<file path="src/rtl/lsu_mem_master_if.sv">
// Core request/response channel plus word-addressed data-memory port of the load/store master.
// The slave modport is the LSU's view; the master modport is the core/memory side.
interface lsu_mem_master_if #(
    parameter int ADDR = 10,
    parameter int DATA = 32
) ();
    logic            req_valid;
    logic            req_ready;
    logic            req_we;
    logic [2:0]      req_funct3;
    logic [31:0]     req_addr;
    logic [31:0]     req_wdata;
    logic            rsp_valid;
    logic [31:0]     rsp_rdata;
    logic            rsp_err;
    logic            mem_wr_en;
    logic [ADDR-1:0] mem_addr;
    logic [DATA-1:0] mem_d_in;
    logic [DATA-1:0] mem_d_out;

    modport slave (
        input  req_valid, req_we, req_funct3, req_addr, req_wdata, mem_d_out,
        output req_ready, rsp_valid, rsp_rdata, rsp_err, mem_wr_en, mem_addr, mem_d_in
    );

    modport master (
        output req_valid, req_we, req_funct3, req_addr, req_wdata, mem_d_out,
        input  req_ready, rsp_valid, rsp_rdata, rsp_err, mem_wr_en, mem_addr, mem_d_in
    );
endinterface

</file>
<file path="src/rtl/lsu_mem_master.sv">
// RV32 byte-addressed load/store engine over a 1-cycle-read word memory; sub-word stores use RMW.
// Define LSU_MISALIGN_CHK_EN to report misaligned accesses as errors instead of truncating them.
module lsu_mem_master #(
    parameter int ADDR = 10,
    parameter int DATA = 32
) (
    input logic clk,
    input logic rst,
    lsu_mem_master_if.slave bus
);
    typedef enum logic [2:0] {
        ST_IDLE,
        ST_RD,
        ST_DATA,
        ST_WR,
        ST_RESP
    } state_t;

    state_t state_reg, state_next;

    logic            we_reg;
    logic [2:0]      funct3_reg;
    logic [1:0]      off_reg;
    logic [31:0]     wdata_reg;
    logic [ADDR-1:0] mem_addr_reg;
    logic [DATA-1:0] d_in_reg;
    logic [31:0]     rsp_rdata_reg;
    logic            rsp_err_reg;

    logic            accept;
    logic            illegal;
    logic            req_err;
    logic [1:0]      eff_off;
    logic [DATA-1:0] merged;
    logic [31:0]     shift_b;
    logic [31:0]     shift_h;
    logic [31:0]     load_val;
    logic            unused_addr_bits;

    assign accept           = bus.req_valid && (state_reg == ST_IDLE);
    assign unused_addr_bits = ^bus.req_addr[31:ADDR+2];

    assign illegal = (bus.req_funct3 == 3'd3) || (bus.req_funct3[2:1] == 2'b11) ||
                     (bus.req_funct3[2] && bus.req_we);

`ifdef LSU_MISALIGN_CHK_EN
    logic misaligned;
    assign misaligned = ((bus.req_funct3[1:0] == 2'd1) && bus.req_addr[0]) ||
                        ((bus.req_funct3[1:0] == 2'd2) && (bus.req_addr[1:0] != 2'b00));
    assign req_err    = illegal || misaligned;
`else
    assign req_err    = illegal;
`endif

    // Natural alignment is forced here; with the check enabled a misaligned request never uses it.
    always_comb begin
        case (bus.req_funct3[1:0])
            2'd1:    eff_off = {bus.req_addr[1], 1'b0};
            2'd2:    eff_off = 2'b00;
            default: eff_off = bus.req_addr[1:0];
        endcase
    end

    // Byte-lane merge for SB/SH: selected lanes take store data, others pass the read word through.
    generate
        for (genvar gi = 0; gi < 4; gi++) begin : g_lane
            logic       byte_sel;
            logic [7:0] wbyte;
            always_comb begin
                byte_sel = 1'b1;
                wbyte    = wdata_reg[8*(gi%2) +: 8];
                if (funct3_reg[1:0] == 2'd0) begin
                    byte_sel = (off_reg == 2'(gi));
                    wbyte    = wdata_reg[7:0];
                end else if (funct3_reg[1:0] == 2'd1) begin
                    byte_sel = (off_reg[1] == 1'(gi / 2));
                end
            end
            assign merged[8*gi +: 8] = byte_sel ? wbyte : bus.mem_d_out[8*gi +: 8];
        end
    endgenerate

    assign shift_b = bus.mem_d_out >> {off_reg, 3'b000};
    assign shift_h = bus.mem_d_out >> {off_reg[1], 4'b0000};

    always_comb begin
        case (funct3_reg)
            3'd0:    load_val = {{24{shift_b[7]}}, shift_b[7:0]};
            3'd1:    load_val = {{16{shift_h[15]}}, shift_h[15:0]};
            3'd4:    load_val = {24'd0, shift_b[7:0]};
            3'd5:    load_val = {16'd0, shift_h[15:0]};
            default: load_val = bus.mem_d_out;
        endcase
    end

    always_ff @(posedge clk) begin
        if (rst) state_reg <= ST_IDLE;
        else     state_reg <= state_next;
    end

    always_comb begin
        state_next = state_reg;
        case (state_reg)
            ST_IDLE: begin
                if (accept) begin
                    if (req_err)
                        state_next = ST_RESP;
                    else if (bus.req_we && (bus.req_funct3[1:0] == 2'd2))
                        state_next = ST_WR;
                    else
                        state_next = ST_RD;
                end
            end
            ST_RD:   state_next = ST_DATA;
            ST_DATA: state_next = we_reg ? ST_WR : ST_RESP;
            ST_WR:   state_next = ST_RESP;
            ST_RESP: state_next = ST_IDLE;
            default: state_next = ST_IDLE;
        endcase
    end

    always_ff @(posedge clk) begin
        if (rst) begin
            we_reg        <= 1'b0;
            funct3_reg    <= 3'd0;
            off_reg       <= 2'd0;
            wdata_reg     <= 32'd0;
            mem_addr_reg  <= '0;
            d_in_reg      <= '0;
            rsp_rdata_reg <= 32'd0;
            rsp_err_reg   <= 1'b0;
        end else begin
            case (state_reg)
                ST_IDLE: begin
                    if (accept) begin
                        we_reg     <= bus.req_we;
                        funct3_reg <= bus.req_funct3;
                        off_reg    <= eff_off;
                        wdata_reg  <= bus.req_wdata;
                        if (req_err) begin
                            rsp_rdata_reg <= 32'd0;
                            rsp_err_reg   <= 1'b1;
                        end else begin
                            mem_addr_reg <= bus.req_addr[ADDR+1:2];
                            if (bus.req_we) d_in_reg <= bus.req_wdata;
                        end
                    end
                end
                ST_DATA: begin
                    if (we_reg) begin
                        d_in_reg <= merged;
                    end else begin
                        rsp_rdata_reg <= load_val;
                        rsp_err_reg   <= 1'b0;
                    end
                end
                ST_WR: begin
                    rsp_rdata_reg <= 32'd0;
                    rsp_err_reg   <= 1'b0;
                end
                default: ;
            endcase
        end
    end

    // Reset gates the write strobe so an in-flight store is never committed on the reset edge.
    assign bus.req_ready = (state_reg == ST_IDLE);
    assign bus.rsp_valid = (state_reg == ST_RESP) && !rst;
    assign bus.rsp_rdata = rsp_rdata_reg;
    assign bus.rsp_err   = rsp_err_reg;
    assign bus.mem_wr_en = (state_reg == ST_WR) && !rst;
    assign bus.mem_addr  = mem_addr_reg;
    assign bus.mem_d_in  = d_in_reg;
endmodule

</file>
<file path="src/flat_wrapper.sv">
// flat-port wrapper written by rule: the top's interface ports become plain ports
module lsu_mem_master_flat 
#(
    parameter int ADDR = 10,
    parameter int DATA = 32
)
  (clk, rst, bus_req_valid, bus_req_we, bus_req_funct3, bus_req_addr, bus_req_wdata, bus_mem_d_out, bus_req_ready, bus_rsp_valid, bus_rsp_rdata, bus_rsp_err, bus_mem_wr_en, bus_mem_addr, bus_mem_d_in);
  lsu_mem_master_if #(.ADDR(ADDR), .DATA(DATA)) bus_i ();
  input logic clk;
  input logic rst;
  input wire logic [$bits(bus_i.req_valid)-1:0] bus_req_valid;
  input wire logic [$bits(bus_i.req_we)-1:0] bus_req_we;
  input wire logic [$bits(bus_i.req_funct3)-1:0] bus_req_funct3;
  input wire logic [$bits(bus_i.req_addr)-1:0] bus_req_addr;
  input wire logic [$bits(bus_i.req_wdata)-1:0] bus_req_wdata;
  input wire logic [$bits(bus_i.mem_d_out)-1:0] bus_mem_d_out;
  output wire logic [$bits(bus_i.req_ready)-1:0] bus_req_ready;
  output wire logic [$bits(bus_i.rsp_valid)-1:0] bus_rsp_valid;
  output wire logic [$bits(bus_i.rsp_rdata)-1:0] bus_rsp_rdata;
  output wire logic [$bits(bus_i.rsp_err)-1:0] bus_rsp_err;
  output wire logic [$bits(bus_i.mem_wr_en)-1:0] bus_mem_wr_en;
  output wire logic [$bits(bus_i.mem_addr)-1:0] bus_mem_addr;
  output wire logic [$bits(bus_i.mem_d_in)-1:0] bus_mem_d_in;
  assign bus_i.req_valid = bus_req_valid;
  assign bus_i.req_we = bus_req_we;
  assign bus_i.req_funct3 = bus_req_funct3;
  assign bus_i.req_addr = bus_req_addr;
  assign bus_i.req_wdata = bus_req_wdata;
  assign bus_i.mem_d_out = bus_mem_d_out;
  assign bus_req_ready = bus_i.req_ready;
  assign bus_rsp_valid = bus_i.rsp_valid;
  assign bus_rsp_rdata = bus_i.rsp_rdata;
  assign bus_rsp_err = bus_i.rsp_err;
  assign bus_mem_wr_en = bus_i.mem_wr_en;
  assign bus_mem_addr = bus_i.mem_addr;
  assign bus_mem_d_in = bus_i.mem_d_in;
  lsu_mem_master #(.ADDR(ADDR), .DATA(DATA)) u_core (.clk(clk), .rst(rst), .bus(bus_i));
endmodule
</file>
<file path="config.mk">
export PLATFORM = sky130hd
export DESIGN_NAME = lsu_mem_master_flat
export DESIGN_NICKNAME = d
export VERILOG_FILES = /design/src/rtl/lsu_mem_master_if.sv /design/src/rtl/lsu_mem_master.sv /design/src/flat_wrapper.sv
export SDC_FILE = /design/constraint.sdc
export NUM_CORES = 1
export LEC_CHECK = 0
export ABC_CLOCK_PERIOD_IN_PS = 2430
export CAP_MARGIN = 40
export CORE_MARGIN = 2
export CORE_UTILIZATION = 46
export CTS_CLUSTER_SIZE = 20
export DETAILED_ROUTE_END_ITERATION = 8
export PLACE_DENSITY = 0.83
export RECOVER_POWER = 50
export SLEW_MARGIN = 30
export SYNTH_ARGS = -nofsm -noshare
export SYNTH_HDL_FRONTEND = slang
export SYNTH_SLANG_ARGS = --single-unit
</file>
<file path="constraint.sdc">
create_clock -name clk -period 2.43 [get_ports clk]
set_input_delay 0.3645 -clock clk [delete_from_list [all_inputs] [get_ports clk]]
set_output_delay 0.3645 -clock clk [all_outputs]
set_load 0.02 [all_outputs]
</file>
== After elaboration in Yosys (flattened, before gate mapping) ==
Cells that the tools add are included.

* Input port bits: 103
* ROM bits: 0
* Memories kept: 0
* Bits in writable memories: 0
* Bits in latches: 0
* Register bits after elaboration: 100

* Equality and inequality tests: 21
* Divide/modulo/power cells: 0
* Bitwise operators: 2
* Add/subtract/negate cells: 0
* $lt $le $gt $ge: 0
* Multiplexer cells: 31
* Shift operators: 2
* Reduce and logical (&&, ||, !) cells: 18
* $mul: 0

{| class="wikitable"
|+ Operator list
! operator !! count
|-
| two-way mux 32 bit || 7
|-
| case mux 32 bit (4 select lines) || 1
|-
| case mux 32 bit (3 select lines) || 1
|-
| case mux 32 bit (2 select lines) || 1
|-
| two-way mux 8 bit || 5
|-
| >> shifter 32 x 5 -> 16 bit || 1
|-
| >> shifter 32 x 5 -> 8 bit || 1
|-
| case mux 3 bit (4 select lines) || 1
|-
| equality test 3 x 2 -> 1 bit, second input constant || 3
|-
| equality test 3 bit, second input constant || 3
|-
| two-way mux 1 bit || 9
|-
| two-way mux 3 bit || 3
|-
| equality test 2 bit, second input constant || 4
|-
| equality test 2 x 1 -> 1 bit, second input constant || 3
|-
| equality test 3 x 1 -> 1 bit, second input constant || 2
|-
| logical NOT 3 bit || 2
|-
| inequality test 2 x 1 -> 1 bit, second input constant || 3
|-
| inequality test 2 bit, second input constant || 3
|-
| logical AND 1 bit || 5
|-
| AND reduction 5 bit || 1
|-
| logical NOT 2 bit || 2
|-
| case mux 2 bit (2 select lines) || 1
|-
| AND reduction 4 bit || 1
|-
| case mux 1 bit (3 select lines) || 1
|-
| 8 further kinds || 10
|}

== Logic depth before layout (Yosys ltp) ==
Gate-level depths: netlist of the first run.

* Word-level depth: 6
* Depth in mapped cells: 7
* Depth with buffers taken out: 5

== Worst setup path after synthesis of the first run ==
Ideal clock, no wire load.

* Kind: input to output
* Start: input rst
* End: output bus_rsp_valid
* Slack: 585 ps
* Path buffers: 2
* Stages: 3
* Data arrival time: 1,481 ps
* Cells stage by stage: clkbuf_1 -> clkbuf_1 -> nor4b_1

* Word-level cells in the longest chain between the ends: 2

{| class="wikitable"
|+ Ends and longest elaborated chain
! element !! line !! text
|-
| start, declared || flat_wrapper.sv:10 || <nowiki>input logic rst;</nowiki>
|-
| logical NOT 1 bit || lsu_mem_master.sv:168 || <nowiki>assign bus.rsp_valid = (state_reg == ST_RESP) && !rst;</nowiki>
|-
| logical AND 1 bit || lsu_mem_master.sv:168 ||
|-
| end, declared || flat_wrapper.sv:18 || <nowiki>output wire logic [$bits(bus_i.rsp_valid)-1:0] bus_rsp_valid;</nowiki>
|}

No other way between the ends.

== Worst setup path in the final report of the first run ==
* Start: register u_core.state_reg[2]
* End: output bus_rsp_valid

* Word-level cells in the longest chain between the ends: 2

{| class="wikitable"
|+ Ends and longest elaborated chain
! element !! line !! text
|-
| start, declared || lsu_mem_master.sv:19 || <nowiki>state_t state_reg, state_next;</nowiki>
|-
| start signal, assigned || lsu_mem_master.sv:98 || <nowiki>else state_reg <= state_next;</nowiki>
|-
| equality test 3 bit || lsu_mem_master.sv:168 ||
|-
| logical AND 1 bit || lsu_mem_master.sv:168 ||
|}

No other way between the ends.

==> flow_summary_export.csv, run 1 <==
group,metric,value,unit
placed_design,io_buffers,160,
logic_synthesis,synthArstFlopShare,0,%
setup_path,worst_path_max_delay_cell,"clkdlybuf4s50_1",
grt,antenna_found_initial,0,
setup_path,reg2reg_slack,250,ps
routing,dr.pass1.iters,5,
clock_network,post_cts_resized,0,
layout,diodes,0,
timing,holdWs,460,ps
power_and_ir_drop,ir_drop,0.000336,V
grt,track_usage,28.6,%
timing,report.final.setup_viol,0,
setup_path,worstPathRequired,2070,ps
grt,grt_max_degree,58,
timing,fin_tns_setup,0,ps
layout,drive_gt1_share,8.59,%
routing,wl_per_cell,19.0,um
die,die_h,110,um
run_status,outcome,"finished clean",
logic_synthesis,synth_cell_types,49,
clock_network,cts_buffer_depth,2,
setup_path,criticalPathCategory,"reg -> out",
logic_synthesis,netlist_instances,627,
timing,finalCritPeriodShare,96.1,%
logic_synthesis,synth_fp_nets,733,
grt,first_global_vias,5348,
timing,fmax,428,MHz
logic_synthesis,synthSimpleGateAreaFrac,24.6,%
logic_synthesis,synth_area,5180,um2
flow_run,cap_violations,0,
setup_path,crit_path_start_kind,"flip-flop",
clock_network,clk_pin_slew,70,ps
logic_synthesis,ys_seq_elements,100,
logic_synthesis,synthMuxAreaShare,2.80,%
clock_network,cts_tree,"built",
layout,final_nets,869,
routing,drt-initial-drc-count,530,
die,start_util,47.4,%
setup_path,cp_top_family,"buffers and inverters",
power_and_ir_drop,p_leak,2.86,nW
logic_synthesis,avgSynthCellArea,8.27,um2
routing,viasPerCell,6.06,
logic_synthesis,seq_area_frac_synth,38.6,%
logic_synthesis,synthFlopType,"dfxtp_1",
layout,area_growth,41.1,%
grt,grt_pass1_wl,27.1,mm
worst_hold_path,hold_class,"reg -> reg",
routing,wl,17.2,mm
setup_path,path_cells,"nor4b_1 -> clkdlybuf4s50_1",
clock_network,cts_setup_buffers,0,
clock_network,hold_buffers,0,
setup_path,slowest_delay,680,ps
grt,grt_overflow_total,0,
routing,vias,5499,
setup_path,endpoint_kind,"output port",
die,ios,181,
logic_synthesis,synth_adder_area_share,0.724,%
logic_synthesis,synth_xor_area_share,0,%
die,core_area,10900,um2
setup_path,worstPathArrival,1970,ps
routing,antenna_left,0,
placed_design,place_congestion,0.886,
routing,drcViolationCount,0,
logic_synthesis,synth-compound-area-share,27.5,%
clock_network,cts_buffers,9,
clock_network,htreeDepth,3,
timing,finalMaxSlewViolations,0,
timing,min_period,2340,ps
timing,hold_viol,0,
timing,rsz0062_at_grt,"false",
timing,skew,7.64,ps
placed_design,hpwl,12.6,mm
logic_synthesis,yosys_warnings,0,
clock_network,insertion_delay,360,ps
timing,maxSlewHeadroom,30.3,%
die,die_x,110,um
setup_path,worst-path-buf-inv,1,
die,fp-row-count,38,
timing,worst_slew_pin_slew,1050,ps
clock_network,cts_root_buffer,"clkbuf_16",
die,dieArea,12100,um2
clock_network,cts_num_sinks,100,
setup_path,critPathMaxFanout,13,
power_and_ir_drop,power_density,596,nW/um2
logic_synthesis,synth_edf_count,0,
logic_synthesis,synth_top_family_by_area,"compound AO/OA/AOI/OAI gates",
-- synth_stat cells (all sizes together), types with 17 or more instances --
master	number	area [um2]
nand3b	18	135
a21oi	51	255
nor2	50	188
nor3	17	85.1
nand2	64	240
o2bb2ai	33	289
o211ai	18	135
clkbuf	49	184
nand2b	26	163
dfxtp	100	2000
-- cells in the final DEF, fill, tap and decap left out, types with 4 or more instances in the layout --
cell	count
and3_1	8
nand2_1	64
mux2i_1	10
clkbuf_16	9
clkdlybuf4s50_1	93
a211oi_1	9
inv_1	12
o31ai_1	14
o311ai_0	15
nor3b_1	12
a21oi_1	51
nor2_1	50
a32o_1	6
nor2b_1	4
o22ai_1	6
nand3b_1	18
o211ai_1	18
nand3_1	7
o21ai_0	10
or3b_2	9
nor3_1	17
a311oi_1	16
buf_4	24
o2bb2ai_1	32
nand2b_1	26
dlygate4sd3_1	66
or3_1	16
dfxtp_1	99
-- stage by stage --
stage	area (um2)	setup slack, ps	util (%)	power [mW]	cells
5_1_grt	7310	7.74	66.9	4.51	908
3_3_place_gp	6940	62.8	63.4	2.68	889
3_5_place_dp	6960	36.4	63.6	2.72	891
2_1_floorplan	5180	585	-	2.30	627
6_report	7310	94.8	66.9	4.36	908
4_1_cts	7310	88.4	66.8	4.37	907
-- worst reg2reg max path: cells and delay by family, from the launching register on --
family                 cells  cell delay (ps)
AO/OA/AOI/OAI              3             1160
buffers and inverters      1              290
flip-flops                 1              640
-- report_power, final --
| part | leakage, nW | switching [mW] | internal [mW] |
|---|---|---|---|
| clock | 0.160 | 0.662 | 1.01 |
| sequential | 0.813 | 0.0825 | 1.72 |
| combinational | 1.88 | 0.477 | 0.406 |
| total | 2.86 | 1.22 | 3.14 |
-- logic make-up (layout without fill, tap and decap cells) --
kind of cell	Yosys count	in the layout
and+or+nand+nor	239	239
AOI/OAI and AO/OA	196	196
DFF	100	100
buffers and inverters	76	217
muxes	13	13
adders and majority gates	3	3
-- final cells by class --
cell class | instances | area, um2
inverter | 13 | 48.8
sequential | 100 | 2000
fill | 892 | 3620
clock inverter | 7 | 124
clock buffer | 9 | 225
timing repair buffer | 188 | 1820
tap | 140 | 175
multi-input combinational | 451 | 2920
-- metal layers --
layer / track usage [%] / vias up / part of all wire [%]
li1: - / 2598 / -
met2: 47.4 / 255 / 48
met3: 5.58 / 39 / 7.5
met5: 0 / - / 0
met4: 10.3 / 0 / 2.5
met1: 37.2 / 2607 / 42
-- final timing paths --
path	to	depth (start not counted)	from
setup reg to reg	u_core.bus.mem_d_in[27]	4	u_core.funct3_reg[0]
setup / recovery	bus_rsp_valid	2	u_core.state_reg[2]
hold / removal	u_core.bus.rsp_rdata[24]	1	u_core.bus.rsp_rdata[24]
hold reg to reg	u_core.bus.rsp_rdata[24]	1	u_core.bus.rsp_rdata[24]
Note: power is estimated with default switching activity, not from simulation.
==> run 2, diff against run 1 <==
--- a/config.mk
+++ b/config.mk
@@ -9,7 +9,6 @@
 export CAP_MARGIN = 40
 export CORE_MARGIN = 2
 export CORE_UTILIZATION = 46
-export CTS_CLUSTER_SIZE = 20
 export DETAILED_ROUTE_END_ITERATION = 8
 export PLACE_DENSITY = 0.83
 export RECOVER_POWER = 50
==> results of run 2 <==
Final layout, timing and power as in run 1 (identical DEF).
